`src/rtl/switch_debouncer_pkg.sv`:
```
// Shared types and defaults for the switch debouncer.
//   state_e                 : 2-bit debounce FSM state encoding
//   DEBOUNCE_CYCLES_DEFAULT : samples needed to accept a new level (10 ms at 100 MHz)
//   SYNC_STAGES_DEFAULT     : synchroniser depth
package switch_debouncer_pkg;

  typedef enum logic [1:0] {
    STABLE_LO = 2'd0,
    WAIT_HI   = 2'd1,
    STABLE_HI = 2'd2,
    WAIT_LO   = 2'd3
  } state_e;

  localparam int unsigned DEBOUNCE_CYCLES_DEFAULT = 1000000;
  localparam int unsigned SYNC_STAGES_DEFAULT     = 2;

endpackage

```
`src/rtl/bit_synchronizer.sv`:
```
// N-stage flop chain bringing one asynchronous bit into the clk domain.
// Ports:
//   clk : destination clock
//   rst : asynchronous, active-high reset (chain clears to 0)
//   d   : asynchronous input bit
//   q   : synchronised output (last stage of the chain)
module bit_synchronizer #(
  parameter int unsigned STAGES = 2
) (
  input  logic clk,
  input  logic rst,
  input  logic d,
  output logic q
);

  (* ASYNC_REG = "TRUE" *) logic [STAGES-1:0] sync_q;

  always_ff @(posedge clk or posedge rst) begin
    if (rst) begin
      sync_q <= '0;
    end else begin
      sync_q <= {sync_q[STAGES-2:0], d};
    end
  end

  assign q = sync_q[STAGES-1];

endmodule

```
`src/rtl/switch_debouncer.sv`:
```
// Debounces a mechanical switch/button into a clean level plus one-cycle edge pulses.
// Optional feature macro: SWITCH_DEBOUNCER_TOGGLE_EN adds a toggle output that
// flips on every accepted rising edge (push-button start/stop).
// Ports:
//   clk    : system clock
//   rst    : asynchronous, active-high reset
//   sw_in  : raw switch pin, asynchronous to clk
//   level  : debounced level
//   rise   : one-cycle pulse when level goes 0->1
//   fall   : one-cycle pulse when level goes 1->0
//   toggle : (SWITCH_DEBOUNCER_TOGGLE_EN only) flips with each rise
module switch_debouncer
  import switch_debouncer_pkg::*;
#(
  parameter int unsigned DEBOUNCE_CYCLES = DEBOUNCE_CYCLES_DEFAULT,
  parameter int unsigned SYNC_STAGES     = SYNC_STAGES_DEFAULT
) (
  input  logic clk,
  input  logic rst,
  input  logic sw_in,
  output logic level,
  output logic rise,
  output logic fall
`ifdef SWITCH_DEBOUNCER_TOGGLE_EN
  ,
  output logic toggle
`endif
);

  localparam int unsigned    CntW    = $clog2(DEBOUNCE_CYCLES);
  localparam logic [CntW-1:0] CntLast = CntW'(DEBOUNCE_CYCLES - 1);
  localparam logic [CntW-1:0] CntOne  = CntW'(1);

  logic            sw_sync;
  state_e          state_q, state_d;
  logic [CntW-1:0] cnt_q, cnt_d;
  logic            level_q, level_d;
  logic            rise_q, rise_d;
  logic            fall_q, fall_d;

  bit_synchronizer #(
    .STAGES (SYNC_STAGES)
  ) u_sync (
    .clk (clk),
    .rst (rst),
    .d   (sw_in),
    .q   (sw_sync)
  );

  always_ff @(posedge clk or posedge rst) begin
    if (rst) begin
      state_q <= STABLE_LO;
      cnt_q   <= '0;
      level_q <= 1'b0;
      rise_q  <= 1'b0;
      fall_q  <= 1'b0;
    end else begin
      state_q <= state_d;
      cnt_q   <= cnt_d;
      level_q <= level_d;
      rise_q  <= rise_d;
      fall_q  <= fall_d;
    end
  end

  // The first mismatching sample, seen in a STABLE state, already counts as
  // sample one, so the WAIT state starts at 1 and accepts on the last sample.
  always_comb begin
    state_d = state_q;
    cnt_d   = cnt_q;
    level_d = level_q;
    rise_d  = 1'b0;
    fall_d  = 1'b0;
    unique case (state_q)
      STABLE_LO: begin
        cnt_d = '0;
        if (sw_sync) begin
          state_d = WAIT_HI;
          cnt_d   = CntOne;
        end
      end
      WAIT_HI: begin
        if (!sw_sync) begin
          state_d = STABLE_LO;
          cnt_d   = '0;
        end else if (cnt_q == CntLast) begin
          state_d = STABLE_HI;
          cnt_d   = '0;
          level_d = 1'b1;
          rise_d  = 1'b1;
        end else begin
          cnt_d = cnt_q + CntOne;
        end
      end
      STABLE_HI: begin
        cnt_d = '0;
        if (!sw_sync) begin
          state_d = WAIT_LO;
          cnt_d   = CntOne;
        end
      end
      WAIT_LO: begin
        if (sw_sync) begin
          state_d = STABLE_HI;
          cnt_d   = '0;
        end else if (cnt_q == CntLast) begin
          state_d = STABLE_LO;
          cnt_d   = '0;
          level_d = 1'b0;
          fall_d  = 1'b1;
        end else begin
          cnt_d = cnt_q + CntOne;
        end
      end
    endcase
  end

  assign level = level_q;
  assign rise  = rise_q;
  assign fall  = fall_q;

`ifdef SWITCH_DEBOUNCER_TOGGLE_EN
  logic toggle_q;

  // Flips on the same edge that raises rise, so toggle changes with the pulse.
  always_ff @(posedge clk or posedge rst) begin
    if (rst) begin
      toggle_q <= 1'b0;
    end else begin
      toggle_q <= toggle_q ^ rise_d;
    end
  end

  assign toggle = toggle_q;
`endif

endmodule

```
`config.mk`:
```
export PLATFORM = sky130hd
export DESIGN_NAME = switch_debouncer
export DESIGN_NICKNAME = d
export VERILOG_FILES = /design/src/rtl/switch_debouncer_pkg.sv /design/src/rtl/bit_synchronizer.sv /design/src/rtl/switch_debouncer.sv
export SDC_FILE = /design/constraint.sdc
export NUM_CORES = 1
export LEC_CHECK = 0
export BUFFER_PORTS_ARGS = -buffer_cell sky130_fd_sc_hd__buf_4
export CORE_ASPECT_RATIO = 1.2
export CORE_MARGIN = 8
export CORE_UTILIZATION = 40
export DETAILED_ROUTE_END_ITERATION = 16
export RECOVER_POWER = 25
export SLEW_MARGIN = 20
export SYNTH_ARGS = -nofsm -noshare
export SYNTH_HDL_FRONTEND = slang
export SYNTH_HIERARCHICAL = 1
export SYNTH_SLANG_ARGS = --single-unit
```
`constraint.sdc`:
```
create_clock -name clk -period 2.2 [get_ports clk]
set_input_delay 0.22 -clock clk [delete_from_list [all_inputs] [get_ports clk]]
set_output_delay 0.22 -clock clk [all_outputs]
set_load 0.005 [all_outputs]
```
==> metrics.txt, run 1 <==
RSZ-0062 raised after global routing=no; Post-Syn Area=between 0.001 and 0.0015 mm²; design area=0.001515 mm²; Synth Warn #=6; setup bufs post-CTS=0; initial antenna violation count=0; Startpoint Class=register; max_slew headroom=between 50% and 60%; WP data arrival=2.19 ns; Reg area=675.6 µm²; Yosys cell types=35; DIE WIDTH=69.16 µm; core area=0.003281 mm²; Fin. Hold Viols=0; Initial DRC Count=78; routed len/inst=14.20 µm; Final setup viols=0; DRT Wirelength=2642 µm; Crit Path Max Fanout=19; Final #Nets=around 150; EDFF count, synth=0; post-cts sizing count=0; total grt overflow=0; worst slew pin tran=0.6158 ns; # hold bufs at CTS=1; PortBufs=5; DR pass1 iterations=5; CTS tree=yes; Seq/Total Area, Yosys=49.82%; clk root buf=clkbuf_8; clock skew=between 0.009 and 0.01 ns; Yosys reg bits=27; clock sink total=27; setup TNS=0 ns; Max clock buf depth=2; Period minus WS final=2.032 ns; ANT nets after route=0; synthesized instance count=140; Tot Pwr=~0.00084 W; hold_ws=0.07391 ns; global-route wire length before repair=4692 µm; Post-route DRC=0; net count after synthesis=144; gpl congestion=0.8111; htree depth=1; full die area=0.005518 mm²; DR vias/cell=5.581; sequential share of power=60.7%; hpwl dp=1942 µm; critical path data required time=2.36 ns; clk slew on worst S/H paths=0.10 ns; ys async rst share=100.0%; Clock Latency Late Sink=0.28 ns; number of global-route vias before repair=1,074; outcome=completed; I/O pin count=6; Pleak=0.6104 nW; Peak VDD IR=~0.43 mV; Multi-input gate area=613.1 µm²; Area growth, synth to finish=11.72%; fin crit share=between 90% and 100%; FP Rows=23; total track usage=between 10% and 20%; placed cell areas=about 0.0015 mm²; Main synth FF type=dfrtp_1; FMAX=492.0 MHz; # Max-Cap Violations=0; Crit Path Class=register to register; Clk pwr share=34.3%; total CTS buffers=3; largest net degree at the start of global routing=20; Slew Limit Fails=0; sw frac=23.02%; fillers=313; Int Pwr=0.0006465 W; Pwr Density=554.2 mW/mm²; via count=1,038; Initial Util=41.34%; Comb power frac=4.9%; net switching power=0.0001933 W; Antenna diodes=0; synthesized area per cell=9.688 µm²; Worst Hold Class=input pin to register; height of the die=79.79 µm; share of cells above drive strength 1=12.08%; endpoint class of the critical path=register
[cell families (layout without fill, tap and decap cells)]
family	Yosys count	count (layout)	synth area share, %
AND/OR/NAND/NOR	67	67	27.31
flip-flops	27	27	49.82
AO/OA/AOI/OAI	16	16	7.841
buffers and inverters	15	24	4.980
XOR/XNOR	13	13	8.395
adder cells (fa/ha/maj)	1	1	0.9224
multiplexers	1	1	0.7380
[path summary, 6_finish.rpt]
check                                      start  slack [ns]          endpoint  cells after the start
worst max-delay path                   cnt_q[12]        0.17         cnt_q[16]                      5
worst min-delay path                       sw_in        0.07  u_sync/sync_q[0]                      1
worst max register to register         cnt_q[12]        0.17         cnt_q[16]                      5
worst min register to register  u_sync/sync_q[0]        0.37  u_sync/sync_q[1]                      0
max in group asynchronous                    rst        1.13        state_q[0]                      4
min in group asynchronous                    rst        0.35  u_sync/sync_q[0]                      3
[sequential cells by signal, indices dropped and copies added, names as in the netlist, named ones only]
signal,cells
cnt_q,20
fall,1
level,1
rise,1
state_q,1
u_sync/sync_q,2
[synth_stat cells, types with 2 or more instances]
| master | n | share of area (%) |
|---|---|---|
| buf_2 | 2 | 0.74 |
| nor4_1 | 3 | 1.4 |
| nand4b_1 | 2 | 1.3 |
| or4_1 | 2 | 1.1 |
| inv_1 | 9 | 2.5 |
| xor2_1 | 6 | 3.9 |
| nor2_1 | 16 | 4.4 |
| and3_1 | 2 | 0.92 |
| o31ai_1 | 2 | 1.1 |
| nor3_1 | 5 | 1.8 |
| xnor2_1 | 7 | 4.5 |
| or3_1 | 6 | 2.8 |
| nand2_1 | 7 | 1.9 |
| a21oi_1 | 6 | 2.2 |
| nand2b_1 | 3 | 1.4 |
| dfrtp_1 | 27 | 50 |
| nand3_1 | 8 | 3.0 |
| nand4_1 | 6 | 2.8 |
| o21ai_0 | 5 | 1.8 |
[power groups by stage]
stage	registers, W	logic (W)	clock network (W)
finish	0.000510	0.0000414	0.000288
global route	0.000511	0.0000469	0.000322
CTS	0.000510	0.0000432	0.000296
floorplan	0.000517	0.0000268	0
global placement	0.000520	0.0000408	0
detailed placement	0.000520	0.0000417	0
[area by class of cell]
class                   instances  share of cell area [%]
clock buffers                   3                   2.725
clock inverters                 1                  0.4955
inverters                       9                   2.230
multi-input cells              98                   40.46
flip-flops and latches         27                   44.59
well taps                      37                   3.055
repair buffers                 11                   6.441
[per-layer routing]
layer | wire [µm] | GRT usage (%)
met5 | 0 | 0
met4 | 23 | 4.312
met3 | 139 | 3.483
met2 | 1252 | 17.36
met1 | 1227 | 11.44
[placed cells by master (no fill, tap or decap), drive strengths merged]
cell type / n
a21oi: 6
a2bb2oi: 1
a31oi: 1
and2: 1
and3: 2
and4: 1
buf: 8
clkbuf: 5
clkinvlp: 1
dfrtp: 27
dlygate4sd3: 1
ha: 1
inv: 9
mux2i: 1
nand2: 7
nand2b: 3
nand3: 8
nand4: 6
nand4b: 2
nor2: 16
nor3: 5
nor4: 3
nor4b: 1
o211ai: 1
o21ai: 5
o31ai: 2
or3: 7
or4: 4
or4b: 1
xnor2: 7
xor2: 6
[worst max-delay path, cell delays in order (launching register included)]
cell      delay [ns]
dfrtp_1         0.44
or4b_1          0.52
or4_4           0.54
o211ai_4        0.19
buf_12          0.17
a21oi_1         0.05
[through the flow]
step	cells	worst slack, ns	util [%]
after floorplan	140	0.1124	-
after global placement	181	0.1941	44.39
after detailed placement	181	0.1831	44.39
after CTS	186	0.1599	46.19
after global routing	186	0.09332	46.19
final	186	0.1677	46.19
(Power assumes the default switching activity.)
==> run 2: changes to the inputs <==
Clock period 2.2 ns to 1.7 ns, I/O delays scaled along.
==> run 2 against run 1 <==
Against the previous run: the run now ends with negative setup slack left; worst setup slack got worse by 0.45 ns; clock power up 28%; cell count rose by 13%; sequential power increased by 28%; die area unchanged; via count increased by 8.3%; power grew 30%; clock skew down 0.0058 ns; highest routed layer unchanged.
==> metrics.txt, run 2 (synthesis results as in run 1) <==
outcome=complete, but fails checks; failing checks=negative setup slack; clock sink total=27 (unchanged); clock skew=0.003412 ns (-0.005846 ns); Final setup viols=20 (+20); core area=0.003281 mm² (unchanged); Pwr Density=626.1 mW/mm² (+13%); Initial DRC Count=18 (-77%); height of the die=79.79 µm (unchanged); share of cells above drive strength 1=27.01% (+15 points); worst slew pin tran=0.6223 ns (+0.006478 ns); most frequent cells in the layout=29 x buf_4, 27 x dfrtp_1, 15 x nor2_1, 9 x inv_1, 8 x nand3_1; Biggest register=cnt_q; endpoint class of the critical path=register; top flop regs=cnt_q x20, u_sync/sync_q x2; htree depth=1 (unchanged); hold_ws=0.3056 ns (+0.2317 ns); PortBufs=5 (unchanged); Crit Path Max Fanout=19 (unchanged); ANT nets after route=0 (unchanged); Max clock buf depth=2 (unchanged); total grt overflow=0 (unchanged); hpwl dp=2157 µm (+11%); Post-route DRC=0 (unchanged); FP Rows=23 (unchanged); critical path data required time=1.86 ns (-0.50 ns); Antenna diodes=0 (unchanged); global-route wire length before repair=5257 µm (+12%); Peak VDD IR=0.5036 mV (+16%); DR pass1 iterations=4 (-1); gpl congestion=0.8692 (+7.2%); Slew Limit Fails=0 (unchanged); Clock Latency Late Sink=0.27 ns (about the same); Startpoint Class=register; DIE WIDTH=69.16 µm (unchanged); Worst Slack Setup Final=-0.2826 ns (-0.4503 ns); Initial Util=41.34% (unchanged); Area growth, synth to finish=28.97%; routed len/inst=14.01 µm (-1.4%); design area=0.001749 mm² (+15%); r2r setup slk=-0.28 ns (-0.45 ns); placed cell areas=0.001622 mm² (+11%); max_slew headroom=58.51% (about the same); Crit Path Class=register to register; via count=1,124 (+8.3%); fin crit share=116.6% (+24 points); max FFs per register=20 (unchanged); DRT Wirelength=2956 µm (+12%); largest net degree at the start of global routing=26 (+30%); Worst Hold Class=input pin to asynchronous set/reset pin; full die area=0.005518 mm² (unchanged); CTS tree=yes; Pleak=0.7555 nW (+24%); # Max-Cap Violations=0 (unchanged); I/O pin count=6 (unchanged); number of global-route vias before repair=1,147 (+6.8%); initial antenna violation count=0 (unchanged); total CTS buffers=3 (unchanged); clk root buf=clkbuf_8; worst slack at placement=-0.2642 ns (-0.4473 ns); Tot Pwr=0.001095 W (+30%); Fin. Hold Viols=0 (unchanged); RSZ-0062 raised after global routing=yes; WP data arrival=2.14 ns (-0.05 ns); total track usage=11.31% (+1.1 points); DR vias/cell=5.327 (-4.5%); Period minus WS final=1.983 ns (-0.04973 ns); most common cell after layout, fill and taps aside=buf_4; clk slew on worst S/H paths=0.09 ns (about the same); Final #Nets=179 (+16%); Layout Utilization=53.32% (+7.1 points); FMAX=504.4 MHz (+2.5%)
run 2: path summary, 6_finish.rpt:
| kind | from | end | depth (start not counted) |
|---|---|---|---|
| max | cnt_q[13] | cnt_q[19] | 5 |
| min | rst | u_sync/sync_q[1] | 3 |
| max reg2reg | cnt_q[13] | cnt_q[19] | 5 |
| min reg2reg | u_sync/sync_q[0] | u_sync/sync_q[1] | 0 |
| max in group asynchronous | rst | cnt_q[17] | 4 |
| min in group clk | u_sync/sync_q[0] | u_sync/sync_q[1] | 0 |
run 2: through the flow:
| stage | setup TNS (ns) | cells |
|---|---|---|
| 2_1_floorplan | -4.732 | 140 |
| 6_report | -5.395 | 211 |
| 3_3_place_gp | -4.850 | 203 |
| 3_5_place_dp | -5.540 | 203 |
| 4_1_cts | -5.525 | 210 |
| 5_1_grt | -6.806 | 211 |
run 2: power breakdown:
group          switching (W)  internal (W)  leakage [nW]
logic              0.0000428     0.0000292         0.366
clock network       0.000202      0.000167        0.0217
registers         0.00000565      0.000649         0.368
total               0.000250      0.000845         0.756
run 2: final cells by class:
cell class	instances	area [µm²]
tap	37	46.29
multi-input combinational	98	655.6
clock inverter	1	7.507
sequential	27	675.6
fill	326	1531
clock buffer	3	41.29
timing repair buffer	36	289.0
inverter	9	33.78
run 2: worst max-delay path, cell delays in order, from the launching register on:
cell and delay (ns):
dfrtp_1 0.38, or4b_1 0.53, or4_4 0.52, o211ai_4 0.22
buf_12 0.17, a21oi_1 0.05
run 2: what timing repair did:
action                                 in CTS  in global routing
pin swaps                                   1                  1
gates resized for setup                     8                  3
endpoints found under the hold margin      28                  0
setup endpoints to repair                  25                 25
hold buffers                                2                  0
buffers inserted                            1                  1
run 2: routing by layer:
metal / vias to the layer above / GRT usage (%) / share of wire [%]
met5: - / 0 / 0
met4: 0 / 4.312 / 1.2
met2: 10 / 20.13 / 52
li1: 560 / - / -
met1: 550 / 13.13 / 45
met3: 4 / 2.114 / 2.2
